File: config.mk
export PLATFORM = sky130hd
export DESIGN_NAME = fbcpu_mem_boot
export DESIGN_NICKNAME = d
export VERILOG_FILES = /design/src/rtl/fbcpu_pkg.sv /design/src/rtl/fbcpu_ram_1rw.sv /design/src/rtl/fbcpu_mem_boot.sv
export SDC_FILE = /design/constraint.sdc
export NUM_CORES = 1
export LEC_CHECK = 0
export CORE_UTILIZATION = 45
export CTS_CLUSTER_DIAMETER = 60
export CTS_CLUSTER_SIZE = 24
export DETAILED_ROUTE_END_ITERATION = 16
export PLACE_DENSITY_LB_ADDON = 0.12
export SLEW_MARGIN = 20
export SYNTH_ARGS = -nofsm -noshare
export SYNTH_HDL_FRONTEND = slang
export SYNTH_SLANG_ARGS = --single-unit
File: constraint.sdc
create_clock -name clk -period 3.2 [get_ports clk]
set_input_delay 0.96 -clock clk [delete_from_list [all_inputs] [get_ports clk]]
set_output_delay 0.96 -clock clk [all_outputs]
set_load 0.02 [all_outputs]
File: src/rtl/fbcpu_pkg.sv
// Shared FB-CPU definitions: bus width defaults, boot FSM states, opcodes for test images.
package fbcpu_pkg;

  localparam int unsigned DEF_ADDRESS_WIDTH = 6;
  localparam int unsigned DEF_DATA_WIDTH    = 10;

  typedef enum logic [1:0] {
    IDLE = 2'd0,
    LOAD = 2'd1,
    DONE = 2'd2,
    RUN  = 2'd3
  } boot_state_t;

  localparam logic [3:0] LDA = 4'd0;
  localparam logic [3:0] STA = 4'd1;
  localparam logic [3:0] ADD = 4'd2;
  localparam logic [3:0] SUB = 4'd3;
  localparam logic [3:0] MUL = 4'd4;
  localparam logic [3:0] DIV = 4'd5;
  localparam logic [3:0] JMP = 4'd6;
  localparam logic [3:0] JZ  = 4'd7;
  localparam logic [3:0] NOP = 4'd8;
  localparam logic [3:0] HLT = 4'd9;

endpackage

File: src/rtl/fbcpu_ram_1rw.sv
// Program/data RAM: one write port, registered read-first read port that returns 0 when disabled.
module fbcpu_ram_1rw #(
  parameter int unsigned ADDRESS_WIDTH = 6,
  parameter int unsigned DATA_WIDTH    = 10
) (
  input  logic                     clk,
  input  logic                     rst,
  input  logic                     we,
  input  logic [ADDRESS_WIDTH-1:0] waddr,
  input  logic [DATA_WIDTH-1:0]    wdata,
  input  logic                     re,
  input  logic [ADDRESS_WIDTH-1:0] raddr,
  output logic [DATA_WIDTH-1:0]    rdata
);

  localparam int unsigned DEPTH = 1 << ADDRESS_WIDTH;

  logic [DATA_WIDTH-1:0] mem [DEPTH];

  // Array write; contents deliberately survive rst.
  always_ff @(posedge clk) begin
    if (we) begin
      mem[waddr] <= wdata;
    end
  end

  // Registered read; old word is returned on a same-address write.
  always_ff @(posedge clk) begin
    if (rst || !re) begin
      rdata <= '0;
    end else begin
      rdata <= mem[raddr];
    end
  end

endmodule

File: src/rtl/fbcpu_mem_boot.sv
// FB-CPU memory responder with a streaming boot loader that holds the CPU in reset while filling RAM.
module fbcpu_mem_boot
  import fbcpu_pkg::*;
#(
  parameter int unsigned ADDRESS_WIDTH = DEF_ADDRESS_WIDTH,
  parameter int unsigned DATA_WIDTH    = DEF_DATA_WIDTH
) (
  input  logic                     clk,
  input  logic                     rst,
  input  logic [ADDRESS_WIDTH-1:0] mar,
  input  logic                     ram_wr,
  input  logic [DATA_WIDTH-1:0]    mdr_in,
  output logic [DATA_WIDTH-1:0]    mdr_out,
  output logic                     cpu_rst,
  input  logic                     ld_start,
  input  logic                     ld_valid,
  input  logic [DATA_WIDTH-1:0]    ld_data,
  input  logic                     ld_last,
  output logic                     ld_ready,
  output logic                     load_done,
  output logic                     load_err,
  output logic [ADDRESS_WIDTH:0]   load_count
);

  localparam int unsigned DEPTH = 1 << ADDRESS_WIDTH;
  localparam int unsigned CW    = ADDRESS_WIDTH + 1;

  boot_state_t              state;
  boot_state_t              state_d;
  logic                     beat;
  logic                     count_full;
  logic                     ram_we;
  logic [ADDRESS_WIDTH-1:0] ram_waddr;
  logic [DATA_WIDTH-1:0]    ram_wdata;
  logic                     ram_re;

  assign ld_ready   = (state == LOAD);
  assign beat       = ld_valid & ld_ready;
  assign count_full = (load_count == CW'(DEPTH));
  // CPU reads only while it keeps running; the cycle leaving RUN already returns 0.
  assign ram_re     = (state == RUN) && (state_d == RUN);

  // Next state and write-source selection (loader in LOAD, CPU in RUN).
  always_comb begin
    state_d   = state;
    ram_we    = 1'b0;
    ram_waddr = mar;
    ram_wdata = mdr_in;
    case (state)
      IDLE: begin
        if (ld_start) state_d = LOAD;
      end
      LOAD: begin
        if (beat) begin
          if (count_full) begin
            state_d = DONE;
          end else begin
            ram_we    = 1'b1;
            ram_waddr = load_count[ADDRESS_WIDTH-1:0];
            ram_wdata = ld_data;
            if (ld_last) state_d = DONE;
          end
        end
      end
      DONE: begin
        state_d = RUN;
      end
      RUN: begin
        ram_we = ram_wr;
        if (ld_start) state_d = LOAD;
      end
      default: begin
        state_d = IDLE;
      end
    endcase
  end

  // State, CPU reset, done pulse and loader counters.
  always_ff @(posedge clk) begin
    if (rst) begin
      state      <= IDLE;
      cpu_rst    <= 1'b1;
      load_done  <= 1'b0;
      load_err   <= 1'b0;
      load_count <= '0;
    end else begin
      state     <= state_d;
      cpu_rst   <= (state_d != RUN);
      load_done <= (state_d == DONE);
      if ((state != LOAD) && (state_d == LOAD)) begin
        load_count <= '0;
        load_err   <= 1'b0;
      end else if (beat) begin
        if (count_full) begin
          load_err <= 1'b1;
        end else begin
          load_count <= load_count + CW'(1);
        end
      end
    end
  end

  fbcpu_ram_1rw #(
    .ADDRESS_WIDTH(ADDRESS_WIDTH),
    .DATA_WIDTH   (DATA_WIDTH)
  ) u_ram (
    .clk  (clk),
    .rst  (rst),
    .we   (ram_we),
    .waddr(ram_waddr),
    .wdata(ram_wdata),
    .re   (ram_re),
    .raddr(mar),
    .rdata(mdr_out)
  );

endmodule

==> summary.md <==
| Metric | Value |
|---|---|
| Setup CP Type | flop to output port |
| HPWL after DPL | roughly 38000 microns |
| GRT Util Overall | between 20% and 30% |
| CP Depth | 3 |
| Post-CTS resize count | 0 |
| Seq/Total Area, Yosys | approximately three quarters |
| Slowest library cell on the worst path | clkdlybuf4s50_1 |
| Worst Tran Pin Value | between 0.8 and 0.9 ns |
| Setup WS post-layout | approximately 0.22 ns |
| Post-Syn Nets | ~1200 |
| P&R area growth vs syn | 16.9% |
| Cells after synthesis | 1192 |
| Setup TNS Final | 0 ns |
| Final setup viols | 0 |
| Minimum clock period | just under 3 ns |
| Dpl ws | -0.243 ns |
| Mux share of post-synthesis cell area | 17.4% |
| Req. time, crit path | 2.24 ns |
| Peak VDD IR | just under 400 uV |
| Die span in x | between 200 and 250 microns |
| Hold path depth | 2 |
| Relative slew slack | roughly two fifths |
| Die height | ~240 microns |
| Synth Cell Area | roughly 0.026 sq mm |
| Total CTS buffers | 44 |
| Post-synth EDFFs | 640 |
| WL/cell | approximately 28 microns |
| Simple-gate share of the synthesized area | ~2.7% |
| Ant. Diodes | 0 |
| Clock buffer depth | 3 |
| Top-count cell post-synth | edfxtp_1 |
| CP cell instances | inv_1 -> ha_1 -> clkdlybuf4s50_1 |
| Pre-Repair DR Iteration Count | 5 |
| Mean area per synthesized cell | 21.7 sq um |
| Top post-synthesis cells by count | edfxtp_1 (640), mux4_2 (180), nor2_1 (78), mux2i_1 (32), nand2_1 (30) |
| Synth warnings | 0 |
| Detailed-route DRC error count | 0 |
| Site Rows | 87 |
| Yosys reg bits | 662 |
| Netlist cell types | 51 |
| Fmax | 336 MHz |
| FF-to-FF path depth | 9 |
| Vias per cell | around 5.7 |
| Core area | 0.0566 sq mm |
| Placer Congestion | approximately 0.8 |
| Full die area | ~0.058 sq mm |
| Worst Hold Class | flop to flop |
| Area leader, netlist | edfxtp_1 |
| Max cap viols | 0 |
| Pwr dens | approximately 600 mW/mm^2 |
| Leak | just under 10 nW |
| Post-CTS setup buffers | 0 |
| CTS tree | yes |
| Initial antenna violation count | 1 |
| Cell family with most CP delay | buffers and inverters |
| Post-synthesis adder-cell area fraction | less than 1% |
| # clock sinks | between 600 and 700 |
| Layout Skew | between 0.03 and 0.04 ns |
| Routed WL | about 61000 microns |
| Final nets | approximately 1400 |
| Port Buffers | between 50 and 60 |
| CP peak stage delay | roughly 0.56 ns |
| Compound-Gate Fraction of Synth Area | between 1.5 and 2% |
| Final slew viol count | 0 |
| Synth Flop Type | edfxtp_1 |
| CP Capture Type | output port |
| First-pass GRT wire length | between 80000 and 90000 microns |
| DRT antenna net count | 0 |
| XOR/XNOR Fraction of Synth Area | less than 1% |
| RSZ-0062 raised after global routing | no |
| Total grt overflow | 0 |
| Outcome | finished clean |
| Vias in the first global route | around 13000 |
| Share of cells above drive strength 1 | a little under a third |
| Clock-pin slew on the worst setup and hold paths | 0.09 ns |
| Via count | around 13000 |
| Clk root buf | clkbuf_16 |
| Final Cycle Share | roughly 93% |
| Max H-tree Level | 2 |
| Hold Buf Count CTS | 0 |
| CP bufs+invs | 2 |
| Final hold viol count | 0 |
| Fraction of registers with async set/reset | 0% |
| Crit path max fanout | 6 |
| Num ports | 53 |
| Worst EP arrival | roughly 2.0 ns |
| Synth top area cells | edfxtp_1 (74%), mux4_2 (16%), dfxtp_1 (1.7%) |
| Top-area cell type share of the netlist area | 74.4% |
| Largest net degree at the start of global routing | 65 |
| Largest family of logic cells by synthesized area | multiplexers |
| Crit path launch type | flop |
| Initial Util | roughly 46% |
| Clock Latency Late Sink | roughly 0.62 ns |
| Initial DRC count | about 1100 |
==> sequential cells by signal, indices dropped and copies added, names as in the netlist <==
| register | cells |
|---|---|
| load_done | 1 |
| load_count | 7 |
| u_ram.rdata | 10 |
| load_err | 1 |
| state | 2 |
| u_ram.mem | 640 |
| cpu_rst | 1 |
==> power by group <==
| group | internal (mW) | switching, mW | total (mW) |
|---|---|---|---|
| Combinational | 0.745 | 1.28 | 2.02 |
| Sequential | 9.90 | 0.0334 | 9.94 |
| Clock | 2.94 | 3.22 | 6.16 |
| Total | 13.6 | 4.53 | 18.1 |
==> logic make-up (layout without fill, tap and decap cells) <==
logic type | count (synthesis) | count (layout)
DFF | 662 | 662
AOI/OAI and AO/OA | 73 | 73
xor gates and xnor gates | 6 | 6
muxes | 223 | 223
adders and majority gates | 6 | 6
buffers and inverters | 66 | 307
and+or+nand+nor | 156 | 156
==> metrics by stage <==
step	utilization (%)	cells	power, mW	hold WS, ns	area [sq um]
after floorplan	-	1192	11.1	0.522	25800
after global placement	50.6	2107	12.2	0.507	28600
after detailed placement	50.6	2107	12.2	0.513	28600
after CTS	53.3	2189	18.3	0.526	30200
after global routing	53.3	2189	18.7	0.527	30200
final	53.3	2189	18.1	0.509	30200
==> layout by cell type, fill, tap and decap left out, types with 8 or more instances in the layout <==
cell type | Yosys | final
edfxtp_1 | 640 | 640
mux4_2 | 180 | 180
buf_4 | 4 | 134
nor2_1 | 78 | 78
clkdlybuf4s50_1 | 0 | 49
clkbuf_16 | 0 | 45
mux2i_1 | 32 | 32
buf_12 | 0 | 32
nand2_1 | 30 | 30
dfxtp_1 | 22 | 22
a21oi_1 | 15 | 14
nor3_1 | 13 | 13
a32oi_1 | 11 | 11
mux2_2 | 11 | 11
o22ai_1 | 10 | 10
nand2b_1 | 10 | 10
a31o_1 | 10 | 10
o21ai_1 | 9 | 9
inv_1 | 8 | 8
inv_6 | 0 | 8
==> tightest hold or removal path: stages (launching register included) <==
cell,delay [ns]
dfxtp_1,0.35
inv_1,0.07
a21oi_1,0.05
==> layer usage <==
layer  up-vias  routed length (microns)  GRT usage (%)
met4         0                     1240           5.08
met1      6723                    27200           31.1
met5         -                        0              0
met3        78                     3460           4.10
li1       5407                        -              -
met2       348                    28600           33.1
==> final timing paths <==
path                                            startpoint                        end  slack [ns]
worst max-delay path                   state[1]$_SDFF_PP0_                   ld_ready        0.22
worst min register to register       load_err$_SDFFE_PP0P_      load_err$_SDFFE_PP0P_        0.51
worst min-delay path                 load_err$_SDFFE_PP0P_      load_err$_SDFFE_PP0P_        0.51
worst max register to register  load_count[1]$_SDFFE_PP0P_  u_ram.mem[8][9]$_DFFE_PP_        0.25
==> cell type report <==
class / count / area, sq um
clock buffer: 48 / 1140
multi-input combinational: 464 / 5840
inverter: 8 / 30.0
fill: 4399 / 26400
tap: 756 / 946
timing repair buffer: 217 / 2160
sequential: 662 / 19700
clock inverter: 34 / 408
(Power assumes the default switching activity.)
